===== config.mk =====
export PLATFORM = sky130hd
export DESIGN_NAME = alu_seq_param
export DESIGN_NICKNAME = d
export VERILOG_FILES = /design/src/rtl/alu_seq_param.sv
export SDC_FILE = /design/constraint.sdc
export NUM_CORES = 1
export LEC_CHECK = 0
export BUFFER_PORTS_ARGS = -buffer_cell sky130_fd_sc_hd__buf_2
export CAP_MARGIN = 20
export CORE_ASPECT_RATIO = 1.1
export CORE_UTILIZATION = 45
export DETAILED_ROUTE_END_ITERATION = 12
export HOLD_SLACK_MARGIN = 0.06
export PLACE_DENSITY_LB_ADDON = 0.3
export SLEW_MARGIN = 20
export SYNTH_ARGS = -nofsm -noshare
export SYNTH_HDL_FRONTEND = slang
export SYNTH_SLANG_ARGS = --single-unit
export TNS_END_PERCENT = 100

===== constraint.sdc =====
create_clock -name clk -period 6.5 [get_ports clk]
set_clock_uncertainty 0.1 [all_clocks]
set_input_delay 0.325 -clock clk [delete_from_list [all_inputs] [get_ports clk]]
set_output_delay 0.325 -clock clk [all_outputs]
set_load 0.05 [all_outputs]

===== src/rtl/alu_seq_param.sv =====
// Sequential ALU: loads two operands over a shared bus, then add/sub in one cycle,
// radix-4 Booth multiply in WIDTH/2 cycles, or restoring divide in WIDTH cycles.
//
// state  | meaning
// IDLE   | waiting for BEGIN; last ovf/dbz held
// LOAD_X | capture first operand from inbus
// LOAD_Y | capture second operand, set up the datapath
// EXEC   | iterate (1, WIDTH/2 or WIDTH cycles)
// OUT_HI | product high word / quotient on outbus
// OUT_LO | product low word / remainder / add-sub result, END pulse
module alu_seq_param #(
  parameter int WIDTH = 8
) (
  input  logic             clk,
  input  logic             reset,
  input  logic             BEGIN,
  input  logic [1:0]       op_code,
  input  logic [WIDTH-1:0] inbus,
  output logic [WIDTH-1:0] outbus,
  output logic             out_valid,
  output logic             busy,
  output logic             ovf,
  output logic             dbz,
  output logic             END
);

  localparam int CW = $clog2(WIDTH) + 1;

  localparam logic [2:0] IDLE   = 3'd0;
  localparam logic [2:0] LOAD_X = 3'd1;
  localparam logic [2:0] LOAD_Y = 3'd2;
  localparam logic [2:0] EXEC   = 3'd3;
  localparam logic [2:0] OUT_HI = 3'd4;
  localparam logic [2:0] OUT_LO = 3'd5;

  localparam logic [1:0] OP_ADD = 2'd0;
  localparam logic [1:0] OP_SUB = 2'd1;
  localparam logic [1:0] OP_MUL = 2'd2;
  localparam logic [1:0] OP_DIV = 2'd3;

  logic [2:0]         state;
  logic [1:0]         op_reg;
  logic [WIDTH-1:0]   x_reg;
  logic [WIDTH-1:0]   y_reg;
  logic [2*WIDTH-1:0] acc;
  logic [2*WIDTH-1:0] mcand;
  logic [WIDTH:0]     mq;
  logic [CW-1:0]      cnt;

  logic [CW-1:0]      tc;
  logic [WIDTH-1:0]   sum;
  logic [WIDTH-1:0]   diff;
  logic               add_ovf;
  logic               sub_ovf;
  logic [2*WIDTH-1:0] booth_add;
  logic [WIDTH:0]     rem_sh;
  logic [WIDTH:0]     rem_sub;

  always_comb begin
    case (op_reg)
      OP_MUL:  tc = CW'(WIDTH / 2 - 1);
      OP_DIV:  tc = CW'(WIDTH - 1);
      default: tc = '0;
    endcase
  end

  assign sum     = x_reg + y_reg;
  assign diff    = x_reg - y_reg;
  assign add_ovf = (x_reg[WIDTH-1] == y_reg[WIDTH-1]) && (sum[WIDTH-1] != x_reg[WIDTH-1]);
  assign sub_ovf = (x_reg[WIDTH-1] != y_reg[WIDTH-1]) && (diff[WIDTH-1] != x_reg[WIDTH-1]);

  // mq holds the unconsumed multiplier bits with the implicit zero below bit 0;
  // mcand is the sign-extended multiplicand already aligned to the current digit.
  always_comb begin
    case (mq[2:0])
      3'b001, 3'b010: booth_add = mcand;
      3'b011:         booth_add = mcand << 1;
      3'b100:         booth_add = -(mcand << 1);
      3'b101, 3'b110: booth_add = -mcand;
      default:        booth_add = '0;
    endcase
  end

  // Divide keeps {remainder, quotient/dividend} in acc and shifts left each step.
  assign rem_sh  = {acc[2*WIDTH-1:WIDTH], acc[WIDTH-1]};
  assign rem_sub = rem_sh - {1'b0, y_reg};

  always_ff @(posedge clk or negedge reset) begin
    if (!reset) begin
      state  <= IDLE;
      op_reg <= OP_ADD;
      x_reg  <= '0;
      y_reg  <= '0;
      acc    <= '0;
      mcand  <= '0;
      mq     <= '0;
      cnt    <= '0;
      ovf    <= 1'b0;
      dbz    <= 1'b0;
    end else begin
      case (state)
        IDLE: begin
          if (BEGIN) begin
            op_reg <= op_code;
            ovf    <= 1'b0;
            dbz    <= 1'b0;
            state  <= LOAD_X;
          end
        end
        LOAD_X: begin
          x_reg <= inbus;
          state <= LOAD_Y;
        end
        LOAD_Y: begin
          y_reg <= inbus;
          cnt   <= '0;
          mq    <= {x_reg, 1'b0};
          mcand <= {{WIDTH{inbus[WIDTH-1]}}, inbus};
          if (op_reg == OP_DIV && inbus == '0) begin
            acc   <= {x_reg, {WIDTH{1'b1}}};
            state <= OUT_HI;
          end else begin
            acc   <= (op_reg == OP_DIV) ? {{WIDTH{1'b0}}, x_reg} : '0;
            state <= EXEC;
          end
        end
        EXEC: begin
          cnt <= cnt + CW'(1);
          case (op_reg)
            OP_ADD: begin
              acc[2*WIDTH-1:WIDTH] <= sum;
              ovf                  <= add_ovf;
            end
            OP_SUB: begin
              acc[2*WIDTH-1:WIDTH] <= diff;
              ovf                  <= sub_ovf;
            end
            OP_MUL: begin
              acc   <= acc + booth_add;
              mcand <= mcand << 2;
              mq    <= mq >> 2;
            end
            default: begin
              if (!rem_sub[WIDTH])
                acc <= {rem_sub[WIDTH-1:0], acc[WIDTH-2:0], 1'b1};
              else
                acc <= {rem_sh[WIDTH-1:0], acc[WIDTH-2:0], 1'b0};
            end
          endcase
          if (cnt == tc)
            state <= (op_reg == OP_MUL || op_reg == OP_DIV) ? OUT_HI : OUT_LO;
        end
        OUT_HI: begin
          dbz   <= (op_reg == OP_DIV) && (y_reg == '0);
          state <= OUT_LO;
        end
        OUT_LO: state <= IDLE;
        default: state <= IDLE;
      endcase
    end
  end

  // Add/sub results and remainders live in the upper half of acc.
  always_comb begin
    outbus = '0;
    case (state)
      OUT_HI:  outbus = (op_reg == OP_MUL) ? acc[2*WIDTH-1:WIDTH] : acc[WIDTH-1:0];
      OUT_LO:  outbus = (op_reg == OP_MUL) ? acc[WIDTH-1:0] : acc[2*WIDTH-1:WIDTH];
      default: outbus = '0;
    endcase
  end

  assign out_valid = (state == OUT_HI) || (state == OUT_LO);
  assign END       = (state == OUT_LO);
  assign busy      = (state != IDLE);

endmodule

# == Word-level counts from Yosys, hierarchy flattened ==
# Index checks and enable logic that the tools add are counted.
# totals
word_cells,90
reg_bits,68
input_bits,13
out_inout_bits,13
# op_classes
eq_ne,24
mux,25
n_reduce_logical,23
addsub,7
# ops
cell,count
$pmux 16 s2,2
$pmux 16 s4,1
$mux 16,3
$neg 16->16,2
$pmux 8 s2,2
$mux 8,3
$pmux 8 s3,1
$pmux 9 s2,1
$add 16x16->16,1
$logic_not 8->1,2
$eq 3x3->1 const B,5
$pmux 3 s5,1
$eq 3x2->1 const B,4
$reduce_and 2->1,5
$mux 3,3
$mux 9,1
$sub 9x8->9,1
$add 8x8->8,1
$ne 2x2->1 const B,4
$pmux 4 s2,1
$sub 8x8->8,1
$eq 3x1->1 const B,2
$pmux 1 s2,3
$pmux 3 s2,1
other kinds (16),28

# == Longest topological paths before layout ==
# depth
depth_word,6
ltp_mapped,20
depth_no_buf,18

# == Worst setup path after synthesis ==
# Ideal clock, no wire load.
# synth_timing
kind,register to register
start,register mcand[2]
end,register acc[15]
arrival_time_ns,3.737
path_stages_with_launch,20
setup_ns,0.124
slack_ns,2.539
n_path_buf,2
required_ns,6.276
synth_period_minus_slack_ns,3.961
cell_sequence,dfrtp_1 -> clkbuf_1 -> nor3_1 -> nand3_1 -> or2_2 -> nand2_1 -> xnor2_1 -> a22oi_1 -> nor2_1 -> a221o_1 -> ha_1 -> clkbuf_1 -> a21oi_1 -> o21ai_0 -> nor3_1 -> a21oi_1 -> a311o_1 -> xnor3_1 -> nor2_1 -> o31a_1
# synth_between
elab_chain_cells,5
elab_cells_between_ends,6
cone_classes,3 x add/sub; 3 x mux
# synth_lines
item,line_no,rtl
"start, declared",46,logic [2*WIDTH-1:0] mcand;
"start signal, assigned",118,"mcand <= {{WIDTH{inbus[WIDTH-1]}}, inbus};"
"start signal, assigned",140,mcand <= mcand << 2;
"$neg 16->16, on equally long branches","79, 78",
$pmux 16 s4 (*),75,case (mq[2:0])
$add 16x16->16 (*),139,acc <= acc + booth_add;
$pmux 8 s3 (*),129,case (op_reg)
$pmux 16 s2 (*),101,case (state)
"end signal, assigned by index",131,acc[2*WIDTH-1:WIDTH] <= sum;
"end signal, assigned by index",135,acc[2*WIDTH-1:WIDTH] <= diff;
"end signal, assigned",139,
"end, declared",45,logic [2*WIDTH-1:0] acc;
# Mark *: on every way between the ends. The rest lies on a longest branch, timed or not.
# A chain may end at the register's enable or synchronous reset.

# == Worst setup path after layout ==
# Same ends and word-level chain as after synthesis.

==> results.md <==
### Status
* **result of the run** complete, no violations

### Floorplan
* **initial core utilization** 46.3%
* **chip width** 111 µm
* **area of the die** 13500 µm²
* **Std-Cell Core Area** 12700 µm²
* **vertical extent of the die** 122 µm
* **std cell rows** 43
* **I/O pin count** 26

### Synthesis
* **most used flip-flop cell after synthesis** sky130_fd_sc_hd__dfrtp_1
* **summed instance area of the synthesized netlist** 5880 µm²
* **proportion of synthesized flip-flops having asynchronous set or reset** 100%
* **number of instances in the synthesized netlist** 752
* **Netlist cell types** 59
* **mean area per synthesized cell** 7.82 µm²
* **cell types occupying the most area after synthesis** sky130_fd_sc_hd__dfrtp_1, sky130_fd_sc_hd__ha_1, sky130_fd_sc_hd__o21ai_0
* **nets in the synthesized netlist** 808
* **number of warnings reported in the yosys synthesis log** 0
* **number of storage elements in the synthesis netlist** 68
* **area share of the largest cell type after synthesis** 28.9%
* **EDFF count, synth** 0
* **sequential area share after synthesis** 28.9%
* **biggest area consumer among synthesized cells** sky130_fd_sc_hd__dfrtp_1

### STA
* **final cycle utilization of the critical path** 67.8%
* **max-slew headroom at the worst pin** 29.3%
* **slew at the pin with the worst max-slew slack** 1.05 ns
* **setup repair after global routing missed its margin** false
* **final critical-path required period** 4.41 ns
* **upper clock frequency limit** 227 MHz
* **final setup vio count** 0
* **final hold violations** 0
* **sum of negative setup slack** 0 ns
* **fin. max-slew vios** 0

### Drt
* **DR vias/cell** 6.16
* **final antenna-violating net count** 0
* **DRC** 0
* **wire length per cell** 19.1 µm
* **overall via count from detail_route** 5609
* **DR pass1 iterations** 5
* **number of DRC markers in iteration 0** 513
* **routed wire length** 17400 µm

### Global route
* **number of antenna violations at the first check in global routing** 0
* **grt met3 use** 3.63%
* **routing usage on met1** 34.5%
* **number of global-route vias before repair** 5483
* **GRT Max-Usage Layer** met2
* **largest net degree at the start of global routing** 69
* **GR Layer Usage met2** 44.5%
* **combined global-route utilization of all metal layers** 26.7%
* **remaining global-route overflow** 0
* **global-route wire length before repair** 28300 µm

### Hold path
* **Worst Hold Class** in2async

### Worst setup path
* **CP Data Arrival Time** 4.53 ns
* **Critical Path Slowest Stage Cell** sky130_fd_sc_hd__dfrtp_1
* **startpoint type of the worst setup path** register
* **Reg2Reg Launch Point** mcand[2]$_DFFE_PN0P_
* **Crit Path Category** reg2reg
* **worst endpoint required time** 6.62 ns
* **maximum fanout count along the critical path** 9
* **maximum cell stage delay along the critical path** 0.49 ns
* **crit path launch** mcand[2]$_DFFE_PN0P_
* **worst path cell trace** nor3_1, nand3_1, or2_2, nand2_1, xnor2_1, a22oi_1, nor2_1, a221o_1, ha_1, a21oi_1, o21ai_0, nor3_1, a21oi_1, a311o_1, xnor3_1, nor2_1, o31a_1
* **sort of element at the end of the critical path** register

### Finish
* **most common cell after layout, fill and taps aside** sky130_fd_sc_hd__nand2_1
* **biggest regs** acc (16), mcand (16), mq (9)
* **layout cell share with drive strength beyond 1** 9.68%
* **most frequent cells in the layout** sky130_fd_sc_hd__nand2_1, sky130_fd_sc_hd__nor2_1, sky130_fd_sc_hd__o21ai_0
* **fill cell count** 1242
* **post-layout net count** 805
* **Area Growth Syn to Fin** 8.64%
* **count of antenna diodes in the layout** 0

### Clock tree
* **Root Driver** sky130_fd_sc_hd__clkbuf_16
* **Worst-path clk slew** 0.06 ns
* **Clk Latency, worst-skew pair** 0.34 ns
* **number of buffers added by the clock tree synthesis step** 9
* **number of buffers inserted by post-CTS setup repair** 0
* **sinks on the clock net** 68
* **hold-fix buffer count after cts** 0
* **Bufs on Longest Clock Path** 2
* **number of gates resized after cts** 0
* **H-tree levels** 3
* **clock tree from TritonCTS** done

### Place
* **DP Wirelength** 13000 µm
* **Port-buffer cells** 25
* **Routability Congestion** 0.924

### Job
* **max cap viols** 0

synthesized netlist by cell type (all sizes together), types with 10 or more instances:
cell type   n
nand3      10
nor2b      11
dfrtp      68
clkbuf     44
xnor2      29
nand2      93
mux2i      19
nor2       79
a31oi      17
o21ai      73
a211oi     10
mux2       16
nand2b     14
nor3       15
inv        30
a21oi      66
ha         39
cells by family after synthesis:
kind of cell / Yosys count / synth area share (%)
AO/OA/AOI/OAI: 238 / 24.8
XOR/XNOR: 39 / 6.04
adder cells (fa/ha/maj): 43 / 9.66
buffers and inverters: 78 / 5.09
flip-flops: 68 / 28.9
multiplexers: 35 / 6.30
AND/OR/NAND/NOR: 251 / 19.2
metrics by stage:
step	util [%]	worst slack (ns)	std cells	hold WS (ns)	area [µm²]
after floorplan	-	2.54	752	-0.0706	5880
after global placement	47.9	2.35	895	0.390	6080
after detailed placement	47.9	2.14	895	0.384	6080
after CTS	50.3	2.12	911	0.117	6390
after global routing	50.3	1.82	911	0.122	6390
final	50.3	2.09	911	0.0741	6390
final cells by class:
class	count	area, µm²	area share, %
clock buffer	11	243	3.80
sequential	68	1700	26.6
timing repair buffer	34	193	3.02
clock inverter	5	60.1	0.940
tap	157	196	3.08
multi-input combinational	606	3880	60.8
inverter	30	113	1.76
worst paths after layout:
kind	to	slack, ns	depth (start not counted)
worst max register to register	acc[15]$_DFFE_PN0P_	2.09	17
worst min register to register	mq[7]$_DFFE_PN0P_	0.41	1
max in group asynchronous	y_reg[6]$_DFFE_PN0P_	5.62	2
worst min-delay path	mcand[12]$_DFFE_PN0P_	0.07	2
worst max-delay path	acc[15]$_DFFE_PN0P_	2.09	17
min in group clk	op_reg[0]$_DFFE_PN0P_	0.12	2
per-layer routing:
metal,vias to the layer above,share of wire (%)
li1,2664,-
met1,2687,43
met4,0,3.6
met5,-,0
met2,209,47
met3,49,5.6
worst max-delay path, delay by kind of cell, from the launching register on:
family | cells | cell delay [ns]
adders and majority gates | 1 | 0.39
xor gates and xnor gates | 2 | 0.30
DFF | 1 | 0.49
AOI/OAI and AO/OA | 7 | 1.59
and+or+nand+nor | 7 | 1.43
Power is left out: the tool's default activity adds up to more than one toggle a clock period on the data nets, which glitch-free logic cannot reach.
